===== src/rtl/wr_port_arbiter.sv =====
// wr_port_arbiter: round-robin burst arbiter merging NREQ producers onto a single FIFO write port
module wr_port_arbiter #(
    parameter int NREQ  = 4,
    parameter int DW    = 32,
    parameter int BURST = 4
) (
    input  logic                    w_clk,
    input  logic                    wrst,
    input  logic [NREQ-1:0]         req,
    input  logic [NREQ*DW-1:0]      req_data,
    output logic [NREQ-1:0]         req_ack,
    input  logic                    fifo_full,
    output logic                    wr_req,
    output logic [DW-1:0]           data_in,
    output logic [$clog2(NREQ)-1:0] owner,
    output logic                    busy,
    output logic [15:0]             xfer_cnt
);
    localparam int OW = $clog2(NREQ);
    localparam int CW = $clog2(BURST) + 1;

    typedef enum logic {S_IDLE, S_BURST} state_t;

    state_t        state_q, state_d;
    logic [OW-1:0] owner_q, owner_d, last_q, last_d, winner, idx;
    logic [CW-1:0] bcnt_q, bcnt_d;
    logic [15:0]   xfer_cnt_q, xfer_cnt_d;
    logic          xfer;
    logic [DW-1:0] lane [NREQ];

    for (genvar i = 0; i < NREQ; i++) begin : g_lane
        assign lane[i] = req_data[i*DW +: DW];
    end

    // Scan from farthest to nearest so the requester closest after last_q wins
    always_comb begin
        winner = last_q;
        idx    = '0;
        for (int k = NREQ; k >= 1; k--) begin
            idx = OW'((int'(last_q) + k) % NREQ);
            if (req[idx]) winner = idx;
        end
    end

    always_comb begin
        state_d    = state_q;
        owner_d    = owner_q;
        last_d     = last_q;
        bcnt_d     = bcnt_q;
        xfer_cnt_d = xfer_cnt_q;
        xfer       = (state_q == S_BURST) && req[owner_q] && !fifo_full;
        if (state_q == S_IDLE) begin
            if (|req) begin
                state_d = S_BURST;
                owner_d = winner;
                bcnt_d  = '0;
            end
        end else begin
            if (xfer) begin
                bcnt_d     = bcnt_q + 1'b1;
                xfer_cnt_d = (&xfer_cnt_q) ? xfer_cnt_q : xfer_cnt_q + 16'd1;
            end
            if ((xfer && bcnt_q == CW'(BURST - 1)) || !req[owner_q]) begin
                state_d = S_IDLE;
                last_d  = owner_q;
            end
        end
    end

    always_ff @(posedge w_clk or negedge wrst) begin
        if (!wrst) begin
            state_q    <= S_IDLE;
            owner_q    <= '0;
            last_q     <= OW'(NREQ - 1);
            bcnt_q     <= '0;
            xfer_cnt_q <= '0;
        end else begin
            state_q    <= state_d;
            owner_q    <= owner_d;
            last_q     <= last_d;
            bcnt_q     <= bcnt_d;
            xfer_cnt_q <= xfer_cnt_d;
        end
    end

    assign busy     = state_q == S_BURST;
    assign wr_req   = xfer;
    assign req_ack  = {{(NREQ-1){1'b0}}, xfer} << owner_q;
    assign data_in  = busy ? lane[owner_q] : '0;
    assign owner    = owner_q;
    assign xfer_cnt = xfer_cnt_q;
endmodule

===== config.mk =====
export PLATFORM = sky130hd
export DESIGN_NAME = wr_port_arbiter
export DESIGN_NICKNAME = d
export VERILOG_FILES = /design/src/rtl/wr_port_arbiter.sv
export SDC_FILE = /design/constraint.sdc
export NUM_CORES = 1
export LEC_CHECK = 0
export CORE_MARGIN = 8
export CORE_UTILIZATION = 26
export DETAILED_ROUTE_END_ITERATION = 10
export GPL_ROUTABILITY_DRIVEN = 0
export GPL_TIMING_DRIVEN = 0
export HOLD_SLACK_MARGIN = 0.06
export PLACE_DENSITY = 0.72
export SYNTH_ARGS = -nofsm -noshare
export SYNTH_HDL_FRONTEND = slang
export SYNTH_SLANG_ARGS = --single-unit

===== constraint.sdc =====
create_clock -name w_clk -period 2.1 [get_ports w_clk]
set_input_delay 0.42 -clock w_clk [delete_from_list [all_inputs] [get_ports w_clk]]
set_output_delay 0.42 -clock w_clk [all_outputs]
set_load 0.1 [all_outputs]

==> impl_metrics.env <==
export IMPL_clock_power_share=0.034
export IMPL_grt_pass1_wl_um=15900
export IMPL_violations="setup timing"
export IMPL_crit_required_ps=1680
export IMPL_route_detailed_drc=0
export IMPL_clkTransAtPathRegs_ps=80
export IMPL_total_power_mw=9.09
export IMPL_initial_core_util=0.268
export IMPL_boundaryPins=191
export IMPL_grt_busiest_layer="met2"
export IMPL_place_worst_setup_slack_ps=-1070
export IMPL_cp_start_kind="register"
export IMPL_drive_above_1_share=0.385
export IMPL_internal_power_mw=4.12
export IMPL_p_leak_nw=2.09
export IMPL_irDropWorstVdd_mv=0.759
export IMPL_crit_slowest_cell="dfrtp_4"
export IMPL_critPathKind="register to primary output"
export IMPL_ant_nets=0
export IMPL_ys_seq_elements=24
export IMPL_cp_data_arrival_time_ps=1860
export IMPL_path_buf_inv=3
export IMPL_period_needed_ps=2280
export IMPL_cp_max_fo=6
export IMPL_setup_viol_count_final=34
export IMPL_worst_r2r_startpoint="owner[0]"
export IMPL_viasPerCell=4.88
export IMPL_pwr_density_cell_mw_per_mm2=1800
export IMPL_rows=33
export IMPL_io_buffers=190
export IMPL_place_inst=496
export IMPL_track_usage=0.174
export IMPL_overflow=0
export IMPL_wl_per_cell_um=21.7
export IMPL_cp_end_kind="primary output"
export IMPL_ys_types=39
export IMPL_setup_worst_path_end="data_in[22]"
export IMPL_drv_cap=0
export IMPL_h_tree_depth=1
export IMPL_max_stage_delay_ps=510
export IMPL_synthArstFlopShare=1.00
export IMPL_dieArea_mm2=0.0117
export IMPL_fin_crit_sh=1.08
export IMPL_reg2reg_to="xfer_cnt[15]"
export IMPL_comb_power_share=0.881
export IMPL_cpLargestDelayFamily="flip-flops"
export IMPL_avgSynthCellArea_um2=11.0
export IMPL_r2r_slack_ps=110
export IMPL_dpl_hpwl_um=8740
export IMPL_crit_chain="buf_12 > clkbuf_16 > mux4_2 > and2_4 > buf_12"
export IMPL_rsz0062_at_grt="yes"
export IMPL_antenna_found_initial=0
export IMPL_hp_class="register to register"
export IMPL_syn2layout_area_growth_pct=128
export IMPL_worst_pin_slew_ps=1070
export IMPL_max_freq_ghz=0.439
export IMPL_use_met2=0.348
export IMPL_synth_area_mm2=0.00222
export IMPL_drt_iter0_drc=63
export IMPL_cts_buffer_depth=2
export IMPL_insertion_delay_ps=260
export IMPL_die_y_um=108
export IMPL_cts_root_buf="clkbuf_8"
export IMPL_clock_skew_ps=3.67
export IMPL_antenna_cells=0
export IMPL_maxSlewViolCount=0
export IMPL_numCtsBuffers=3
export IMPL_hold_depth=1
export IMPL_max_slew_margin=0.278
export IMPL_synth_nets=339
export IMPL_p_sw_mw=4.97
export IMPL_dr_total_vias=2506
export IMPL_cts_sinks=24
export IMPL_critPathLaunch="owner[0]"
export IMPL_grt_max_degree=25
export IMPL_sw_frac_of_total=0.547
export IMPL_worst_path_stages=5
export IMPL_seqPwrFrac=0.085
export IMPL_grt_pass1_vias=2728
export IMPL_coreArea_mm2=0.00826
export IMPL_dr_pass1_iters=4
export IMPL_layout_setup_ws_ps=-176
export IMPL_crit_path_frequent_cell="buf_12"
export IMPL_globalRouteMet1Util=0.176
export IMPL_fin_nets=547
export IMPL_synth_edff_count=0
export IMPL_synth_main_ff_cell="dfrtp_1"
export IMPL_outcome="finished with violations"
export IMPL_yosysWarnings=0
export IMPL_stdcell_count=513
export IMPL_grt_util_met3=0.0476
export IMPL_hold_viol_final=0
export IMPL_cts_tree="built"
export IMPL_route_final_wire_length_um=11100
export IMPL_die_w_um=108
export IMPL_ys_seq_area_frac=0.272
export IMPL_r2r_worst_path_cells=7
export IMPL_netlist_instances=201
## through the flow
step | instance area, um^2 | TNS (ps) | hold slack (ps) | util
6_report | 5060 | -3980 | 491 | 0.612
4_1_cts | 5000 | -4470 | 494 | 0.606
3_5_place_dp | 4420 | -34960 | 478 | 0.535
3_3_place_gp | 4420 | -34060 | 471 | 0.535
2_1_floorplan | 2390 | -2940 | 124 | -
5_1_grt | 5060 | -5850 | 499 | 0.612
## timing repair
action,CTS,global route
gates cloned,1,2
pin swaps,4,1
setup buffers,10,2
hold buffers,0,0
setup endpoints to repair,56,46
gates resized for setup,381,10
## area by class of cell
| cell class | count | area, um^2 |
|---|---|---|
| Multi-Input combinational cell | 158 | 1680 |
| Sequential cell | 24 | 632 |
| Tap cell | 105 | 131 |
| Inverter | 7 | 28.8 |
| Timing Repair Buffer | 203 | 2380 |
| Buffer | 12 | 150 |
| Fill cell | 666 | 3200 |
| Clock buffer | 4 | 55.1 |
## worst min path at each step
stage	endpoint	startpoint
finish	xfer_cnt[7]	xfer_cnt[7]
floorplan	bcnt_q[0]	wrst
global placement	bcnt_q[0]	bcnt_q[0]
detailed placement	xfer_cnt[7]	xfer_cnt[7]
global route	xfer_cnt[7]	xfer_cnt[7]
CTS	xfer_cnt[7]	xfer_cnt[7]
## power by group through the flow
stage                     clock network, mW  logic [mW]  registers (mW)
after floorplan                           0        4.61            1.30
after global placement                    0        6.52           0.780
after detailed placement                  0        6.56           0.788
after CTS                             0.321        7.96           0.777
after global routing                  0.341        8.29           0.802
final                                 0.311        8.01           0.774
## metal layers
metal	vias up	share of wire
li1	1175	-
met1	1211	0.35
met2	106	0.54
met3	14	0.089
met4	0	0.020
met5	-	0
## cells in the final DEF (no fill, tap or decap), types with 7 or more instances in the layout
cell             netlist  layout
dfrtp_2                0       8
nand2_1               18      18
and2_4                 0      32
dfrtp_1               22       9
clkdlybuf4s50_1        0     130
buf_12                 0      38
a21oi_1                8       8
dlygate4sd2_1          0      21
nor3_1                 8       7
xnor2_1                7       7
mux4_2                33      33
## registers in the layout, summed over array words and instances, names as in the netlist
signal	flops
xfer_cnt	16
bcnt_q	3
last_q	2
owner	2
busy	1
## cells in the mapped netlist (all sizes together), types with 3 or more instances
| master | n | share of area |
|---|---|---|
| inv | 7 | 0.012 |
| o21ai | 4 | 0.0090 |
| nand2 | 19 | 0.033 |
| mux4 | 33 | 0.34 |
| ha | 3 | 0.017 |
| xor2 | 4 | 0.016 |
| nor3 | 8 | 0.018 |
| a21oi | 8 | 0.018 |
| nand4 | 5 | 0.014 |
| clkbuf | 8 | 0.014 |
| buf | 4 | 0.0096 |
| xnor2 | 7 | 0.028 |
| dfrtp | 22 | 0.25 |
| nand3 | 5 | 0.011 |
| and2 | 33 | 0.093 |
| nor2 | 6 | 0.010 |
## worst reg2reg max path, cell delays in order (launching register included)
cell and delay (ps):
dfrtp_4 510, buf_4 150, mux4_2 380, nand2_4 70, buf_6 140, nor3_4 190, nand4_1 120, mux2_1 320
## kinds of logic (layout without fill, tap and decap cells)
family | after synthesis | in the layout | synth area share
DFF | 24 | 24 | 0.272
xor gates and xnor gates | 11 | 11 | 0.0435
adders and majority gates | 3 | 3 | 0.0169
and+or+nand+nor | 89 | 89 | 0.231
muxes | 37 | 37 | 0.354
buffers and inverters | 19 | 226 | 0.0350
AOI/OAI and AO/OA | 18 | 18 | 0.0474
No activity file was read; power rests on OpenSTA's default activity.
